[src/rtl/dm_pkg.sv]
// dm_pkg: shared opcodes, default widths and memory request type for the data-memory port arbiter
package dm_pkg;
    localparam logic [3:0] OP_LOAD  = 4'b1101;
    localparam logic [3:0] OP_STORE = 4'b1110;
    localparam int DM_ADDR_W = 8;
    localparam int DM_DATA_W = 8;
    typedef struct packed {
        logic                 en;
        logic                 we;
        logic [DM_ADDR_W-1:0] addr;
        logic [DM_DATA_W-1:0] wdata;
    } mem_req_t;
endpackage

[src/rtl/dm_starve_ctr.sv]
// dm_starve_ctr: counts consecutive denied DMA cycles and raises the forced-grant flag
module dm_starve_ctr #(
    parameter int STARVE_LIMIT = 4
) (
    input  logic clk,
    input  logic rst,
    input  logic dma_req,
    input  logic dma_gnt,
    output logic force_dma
);
    logic [3:0] cnt_q, cnt_d;
    always_comb begin
        cnt_d = (!dma_req || dma_gnt) ? 4'd0 : (cnt_q == 4'(STARVE_LIMIT)) ? cnt_q : cnt_q + 4'd1;
        force_dma = dma_req && (cnt_q == 4'(STARVE_LIMIT));
    end
    always_ff @(posedge clk) begin
        if (rst) cnt_q <= '0;
        else cnt_q <= cnt_d;
    end
endmodule

[src/rtl/dm_port_arbiter.sv]
// dm_port_arbiter: shares the single-port data memory between the MEM stage and a DMA/loader port
module dm_port_arbiter
    import dm_pkg::*;
#(
    parameter int ADDR_W       = DM_ADDR_W,
    parameter int DATA_W       = DM_DATA_W,
    parameter int STARVE_LIMIT = 4
) (
    input  logic              clk,
    input  logic              rst,
    input  logic              pipe_valid,
    input  logic [3:0]        pipe_opcode,
    input  logic [ADDR_W-1:0] pipe_addr,
    input  logic [DATA_W-1:0] pipe_wdata,
    output logic              pipe_stall,
    output logic              pipe_rvalid,
    output logic [DATA_W-1:0] pipe_rdata,
    input  logic              dma_req,
    input  logic              dma_we,
    input  logic [ADDR_W-1:0] dma_addr,
    input  logic [DATA_W-1:0] dma_wdata,
    output logic              dma_gnt,
    output logic              dma_rvalid,
    output logic [DATA_W-1:0] dma_rdata,
    output logic              mem_en,
    output logic              mem_we,
    output logic [ADDR_W-1:0] mem_addr,
    output logic [DATA_W-1:0] mem_wdata,
    input  logic [DATA_W-1:0] mem_rdata
);
    logic pipe_mem, pipe_st, force_dma, issue_dma, issue_pipe;
    logic rd_pipe_q, rd_pipe_d, rd_dma_q, rd_dma_d;
    logic [DATA_W-1:0] pipe_hold_q, pipe_hold_d, dma_hold_q, dma_hold_d;
    mem_req_t req;

    dm_starve_ctr #(.STARVE_LIMIT(STARVE_LIMIT)) u_starve (
        .clk       (clk),
        .rst       (rst),
        .dma_req   (dma_req),
        .dma_gnt   (dma_gnt),
        .force_dma (force_dma)
    );

    always_comb begin
        pipe_mem = pipe_valid && (pipe_opcode == OP_LOAD || pipe_opcode == OP_STORE);
        pipe_st = pipe_opcode == OP_STORE;
        // a forced DMA grant takes the port and stalls whatever the MEM stage presents
        issue_dma = !rst && dma_req && (force_dma || !pipe_mem);
        issue_pipe = !rst && pipe_mem && !force_dma;
        req = issue_dma ? mem_req_t'{1'b1, dma_we, dma_addr, dma_wdata}
            : issue_pipe ? mem_req_t'{1'b1, pipe_st, pipe_addr, pipe_wdata} : '0;
        mem_en = req.en;
        mem_we = req.we;
        mem_addr = req.addr;
        mem_wdata = req.wdata;
        dma_gnt = issue_dma;
        pipe_stall = !rst && force_dma && pipe_mem;
        rd_pipe_d = issue_pipe && !pipe_st;
        rd_dma_d = issue_dma && !dma_we;
        pipe_rvalid = !rst && rd_pipe_q;
        dma_rvalid = !rst && rd_dma_q;
        pipe_rdata = rst ? '0 : pipe_rvalid ? mem_rdata : pipe_hold_q;
        dma_rdata = rst ? '0 : dma_rvalid ? mem_rdata : dma_hold_q;
        pipe_hold_d = pipe_rdata;
        dma_hold_d = dma_rdata;
    end

    always_ff @(posedge clk) begin
        if (rst) begin
            rd_pipe_q <= 1'b0;
            rd_dma_q <= 1'b0;
            pipe_hold_q <= '0;
            dma_hold_q <= '0;
        end else begin
            rd_pipe_q <= rd_pipe_d;
            rd_dma_q <= rd_dma_d;
            pipe_hold_q <= pipe_hold_d;
            dma_hold_q <= dma_hold_d;
        end
    end
endmodule

[config.mk]
export PLATFORM = sky130hd
export DESIGN_NAME = dm_port_arbiter
export DESIGN_NICKNAME = d
export VERILOG_FILES = /design/src/rtl/dm_pkg.sv /design/src/rtl/dm_starve_ctr.sv /design/src/rtl/dm_port_arbiter.sv
export SDC_FILE = /design/constraint.sdc
export NUM_CORES = 1
export LEC_CHECK = 0
export BUFFER_PORTS_ARGS = -buffer_cell sky130_fd_sc_hd__buf_2
export CORE_UTILIZATION = 41
export DETAILED_ROUTE_END_ITERATION = 12
export PLACE_DENSITY_LB_ADDON = 0.08
export SYNTH_ARGS = -nofsm -noshare
export SYNTH_HDL_FRONTEND = slang
export SYNTH_HIERARCHICAL = 1
export SYNTH_SLANG_ARGS = --single-unit
[constraint.sdc]
create_clock -name clk -period 5.7 [get_ports clk]
set_input_delay 0.57 -clock clk [delete_from_list [all_inputs] [get_ports clk]]
set_output_delay 0.57 -clock clk [all_outputs]
set_load 0.1 [all_outputs]
---- Word level (Yosys, flattened, before mapping) ----
Cells that the tools add are included.
word-level totals
  flip-flop bits (word level) ............. 22
  input port bits ......................... 49
  word-level logic and storage cells ...... 37
  output and inout port bits .............. 38
cells by class
  equal/unequal tests ..................... 3
  add/subtract/negate cells ............... 1
  reductions and logical operators ........ 22
  multiplexer cells ....................... 6
operators by type and width
  cell                   count
  $mux W18               2
  $mux W8                4
  $logic_and A1 B1 Y1    12
  $eq A4 B4 Y1 const B   2
  $logic_not A1 Y1       6
  $add A4 B1 Y4 const B  1
  $eq A4 B3 Y1 const B   1
  $logic_or A1 B1 Y1     3
  $reduce_or A2 Y1       1

---- Logic depth before layout (Yosys ltp) ----
  depth after elaboration ................. 8
  gate-level depth with buffers ........... 10

---- Hierarchy ----
The synthesis kept the hierarchy.
by module, submodules not included
  module           area an instance (um^2)  seq. area each (um^2)  cells each  instances
  dm_port_arbiter  1,126.1                  360.3                  131         1
  dm_starve_ctr    214.0                    80.1                   25          1

---- Least setup slack after synthesis ----
Ideal clock, no wire load.
  kind .................................... reg-to-output
  start point ............................. reg u_starve.cnt_q[0]
  end point ............................... out mem_en
  data arrival time ....................... 3.139 ns
  required time ........................... 5.130 ns
  buffers on the path ..................... 2
  stages on the path, launching flop included .. 10
  slack ................................... 1.991 ns
  path through ............................ dfxtp_1 inv_1 ha_1 nand3b_1 nor2_1 nand4b_2 or2_1 buf_6 buf_8 a21oi_1
between the ends
  longest elaborated chain between the ends .. 6
  elaborated cells between the ends (all ways) .. 8
  those cells by class .................... eq/ne: 1; mux: 2; reduce/logical: 5
ends and longest elaborated chain
  what                     line                   source
  start, declared          dm_starve_ctr.sv:11    logic [3:0] cnt_q, cnt_d;
  start signal, assigned   dm_starve_ctr.sv:18    else cnt_q <= cnt_d;
  $eq A4 B3 Y1 (*)         dm_starve_ctr.sv:14    force_dma = dma_req && (cnt_q == 4'(STARVE_LIMIT));
  $logic_and A1 B1 Y1 (*)  dm_starve_ctr.sv:14
  via force_dma            dm_port_arbiter.sv:31  logic pipe_mem, pipe_st, force_dma, issue_dma, issue_pipe;
  $logic_not A1 Y1         dm_port_arbiter.sv:49  issue_pipe = !rst && pipe_mem && !force_dma;
  $logic_and A1 B1 Y1      dm_port_arbiter.sv:49
  $mux W18                 dm_port_arbiter.sv:51  : issue_pipe ? mem_req_t'{1'b1, pipe_st, pipe_addr, pipe_wdata} : '0;
  $mux W18 (*)             dm_port_arbiter.sv:50  req = issue_dma ? mem_req_t'{1'b1, dma_we, dma_addr, dma_wdata}
  end, declared            dm_port_arbiter.sv:25  output logic mem_en,
Mark *: on every way through the listed nets, which the timed path passes. The rest lies on a longest branch.

---- Worst setup path after layout ----
Ends and elaborated chain as after synthesis.

==> results by group <==
Final layout
  – Post-Layout Inst Area: 1770 sq um
  – N_diodes: 0
  – Final Util: 0.576
  – Nets: 284
  – Multi-input logic area: 802 sq um
  – Register Area: 440 sq um
  – Area Growth Syn to Fin: 32.3%
  – Fill count: 319
  – Layout cells sized above 1: 0.403

Worst hold path
  – Min-delay src: dma_we
  – Min-Delay Endpoint: rd_dma_q
  – WHS Path Cells: 2
  – Worst min path class: in2reg

Floorplanning
  – Chip width: 59.2 um
  – Die ar.: 3500 sq um
  – Num rows: 20
  – Die Ht: 59.2 um
  – Starting Density: 0.435
  – # IOs: 87
  – Core ar.: 3080 sq um

Logic synthesis
  – Largest cells by area after synthesis: dfxtp_1 (33%), mux2i_1 (13%), nor2_1 (11%), a31o_1 (11%), nor4b_1 (10%)
  – Cell with the most instances after synthesis: nor2_1
  – Syn Std Cell Area: 1340 sq um
  – Post-synth cell types: 29
  – Number of synthesized flops with an enable pin: 0
  – Largest area contributor in the netlist: dfxtp_1
  – Ys flop type: dfxtp_1
  – Synth warn: 6
  – Async S/R FF share, synth: 0
  – Seq/Total Area, Yosys: 0.329
  – Area share of the largest cell type after synthesis: 0.329
  – Post-Syn Area per Cell: 8.59 sq um
  – Cells after Synth: 156
  – Top cells by count, synth: nor2_1 (41), dfxtp_1 (22), mux2i_1 (18), a31o_1 (17), nor4b_1 (16)
  – Synthesized Nets: 207
  – Seq cells post-synth: 22

Worst setup path
  – Type of the worst setup path: reg2out
  – Crit Reg-Reg Endpoint: u_starve/cnt_q[2]
  – CP required: 5130 ps
  – CP Launch Type: flop
  – Worst reg2reg path depth: 9
  – Worst setup EP type: output port
  – Crit path max fanout: 19
  – R2R setup slack: 3120 ps
  – Worst R2R Start: u_starve/cnt_q[0]
  – Worst Path Arrival: 3060 ps

CTS
  – Cts repair resizes: 0
  – CTS root buffer: clkbuf_4
  – Hold buffers post-CTS: 0
  – Worst-path clk slew: 110 ps
  – Clock Sinks: 22
  – TritonCTS clock tree: yes
  – TritonCTS Buffers: 3
  – CTS H-tree depth: 1
  – Clk buf depth: 2
  – Postcts setup bufs: 0
  – Clock latency on the worst-skew pair: 290 ps

GRT
  – Antenna violations before repair: 0
  – Largest net degree at the start of global routing: 56
  – Total Routing Usage GR: 0.187
  – First-pass GRT wire length: 5150 um
  – Vias in the first global route: 1317
  – Overflow after GRT: 0

Route
  – Drt via density: 5.11
  – Drt pass-1 iters: 4
  – 1st-iter DRT viols: 26
  – DRC viols: 0
  – Wire per inst: 11.8 um
  – Antenna Violating Nets Remaining: 0
  – DR vias: 1406
  – Final WL: 3250 um

Place
  – Placer's final routability congestion estimate: 0.694
  – Placed inst area: 1750 sq um
  – IO buf count: 86
  – DP HPWL: 2500 um

Timing
  – Minimum clock period: 3630 ps
  – Final Cycle Share: 0.637
  – Final hold violations: 0
  – Final setup vio count: 0
  – Worst slew margin: 0.204
  – Tightest Pin Transition: 1190 ps
  – Fin. max-slew vios: 0
  – RSZ-0062 raised after global routing: no
  – Fmax achieved: 0.275 GHz
  – Setup TNS: 0 ps
  – Final Skew: 2.50 ps

Run status
  – Status: complete, no violations

Power
  – Sw Ratio: 0.404
  – Int Pwr: 213 uW
  – Net Switching: 144 uW
  – Clock share of power: 0.185
  – Comb power frac: 0.367
  – Leakage power: 0.000858 uW
  – Worst IR Drop VDD: 0.0842 mV
  – PwrDens: 202 nW/um^2
  – Seq pwr share: 0.447

Job
  – Maxcap violations: 0
==> per-stage QoR <==
stage	setup WS (ps)	hold slack [ps]	power [uW]	instances
finish	2070	448	357	275
global route	1850	438	372	275
CTS	2060	442	360	275
detailed placement	2270	482	295	272
global placement	2380	468	293	272
floorplan	1990	456	266	156
==> area by class of cell <==
| cell class | instances | area share |
|---|---|---|
| clock buffer | 3 | 0.0127 |
| inverter | 6 | 0.0127 |
| multi-input combinational | 114 | 0.452 |
| sequential | 22 | 0.248 |
| tap | 44 | 0.0311 |
| timing repair buffer | 86 | 0.243 |
==> placed cells by master, fill, tap and decap left out <==
master / synthesis / final
nor2_1: 41 / 41
nand4b_2: 1 / 1
ha_1: 2 / 2
or3_4: 1 / 1
nand3b_1: 1 / 1
nor4b_1: 16 / 16
and4_1: 1 / 1
inv_1: 6 / 6
mux2i_1: 18 / 18
nor4_1: 1 / 1
xnor2_2: 1 / 1
clkbuf_4: 0 / 3
buf_2: 2 / 86
and4b_1: 1 / 1
a21oi_1: 2 / 2
or2_1: 1 / 1
or2b_1: 1 / 1
o21ai_0: 1 / 1
nand2_1: 2 / 2
dfxtp_1: 22 / 22
nor2b_1: 3 / 3
a31o_1: 17 / 17
nand3_1: 1 / 1
nor3_2: 1 / 1
xnor2_1: 1 / 1
==> cell families after synthesis <==
family	count (synthesis)	share of synthesized area
adder cells (fa/ha/maj)	2	0.0187
AND/OR/NAND/NOR	72	0.304
multiplexers	18	0.134
buffers and inverters	20	0.0728
flip-flops	22	0.329
XOR/XNOR	2	0.0187
AO/OA/AOI/OAI	20	0.122
==> flip-flops by register name (all words and copies together), names as in the netlist <==
name / count
pipe_hold_q: 8
rd_pipe_q: 1
u_starve/cnt_q: 4
dma_hold_q: 8
rd_dma_q: 1
==> layer usage <==
| metal | part of all wire | global-route usage | up-vias |
|---|---|---|---|
| met2 | 0.52 | 0.380 | 62 |
| li1 | - | - | 703 |
| met1 | 0.41 | 0.197 | 641 |
| met5 | 0 | 0 | - |
| met4 | 0 | 0.0442 | 0 |
| met3 | 0.067 | 0.0284 | 0 |
==> how the worst max path moves through the flow <==
stage,from,to,slack [ps]
4_1_cts,u_starve/cnt_q[0],mem_en,2060
2_1_floorplan,u_starve/cnt_q[0],mem_en,1990
3_3_place_gp,rst,dma_gnt,2380
3_5_place_dp,rst,dma_gnt,2270
5_1_grt,u_starve/cnt_q[0],mem_en,1850
6_report,u_starve/cnt_q[0],mem_en,2070
==> worst max-delay path, stage by stage (launching register included) <==
cell and delay [ps]:
dfxtp_1 410, inv_1 60, ha_1 230, nand3b_1 200, nor2_1 100, nand4b_2 490
or2_1 600, a21oi_1 220, buf_2 450
==> power by group through the flow <==
stage | logic [uW] | clock network, uW | registers [uW]
detailed placement | 132 | 0 | 163
finish | 131 | 66.2 | 160
global route | 138 | 73.7 | 160
CTS | 132 | 68.3 | 160
floorplan | 105 | 0 | 161
global placement | 130 | 0 | 163
Note: power is estimated with default switching activity, not from simulation.
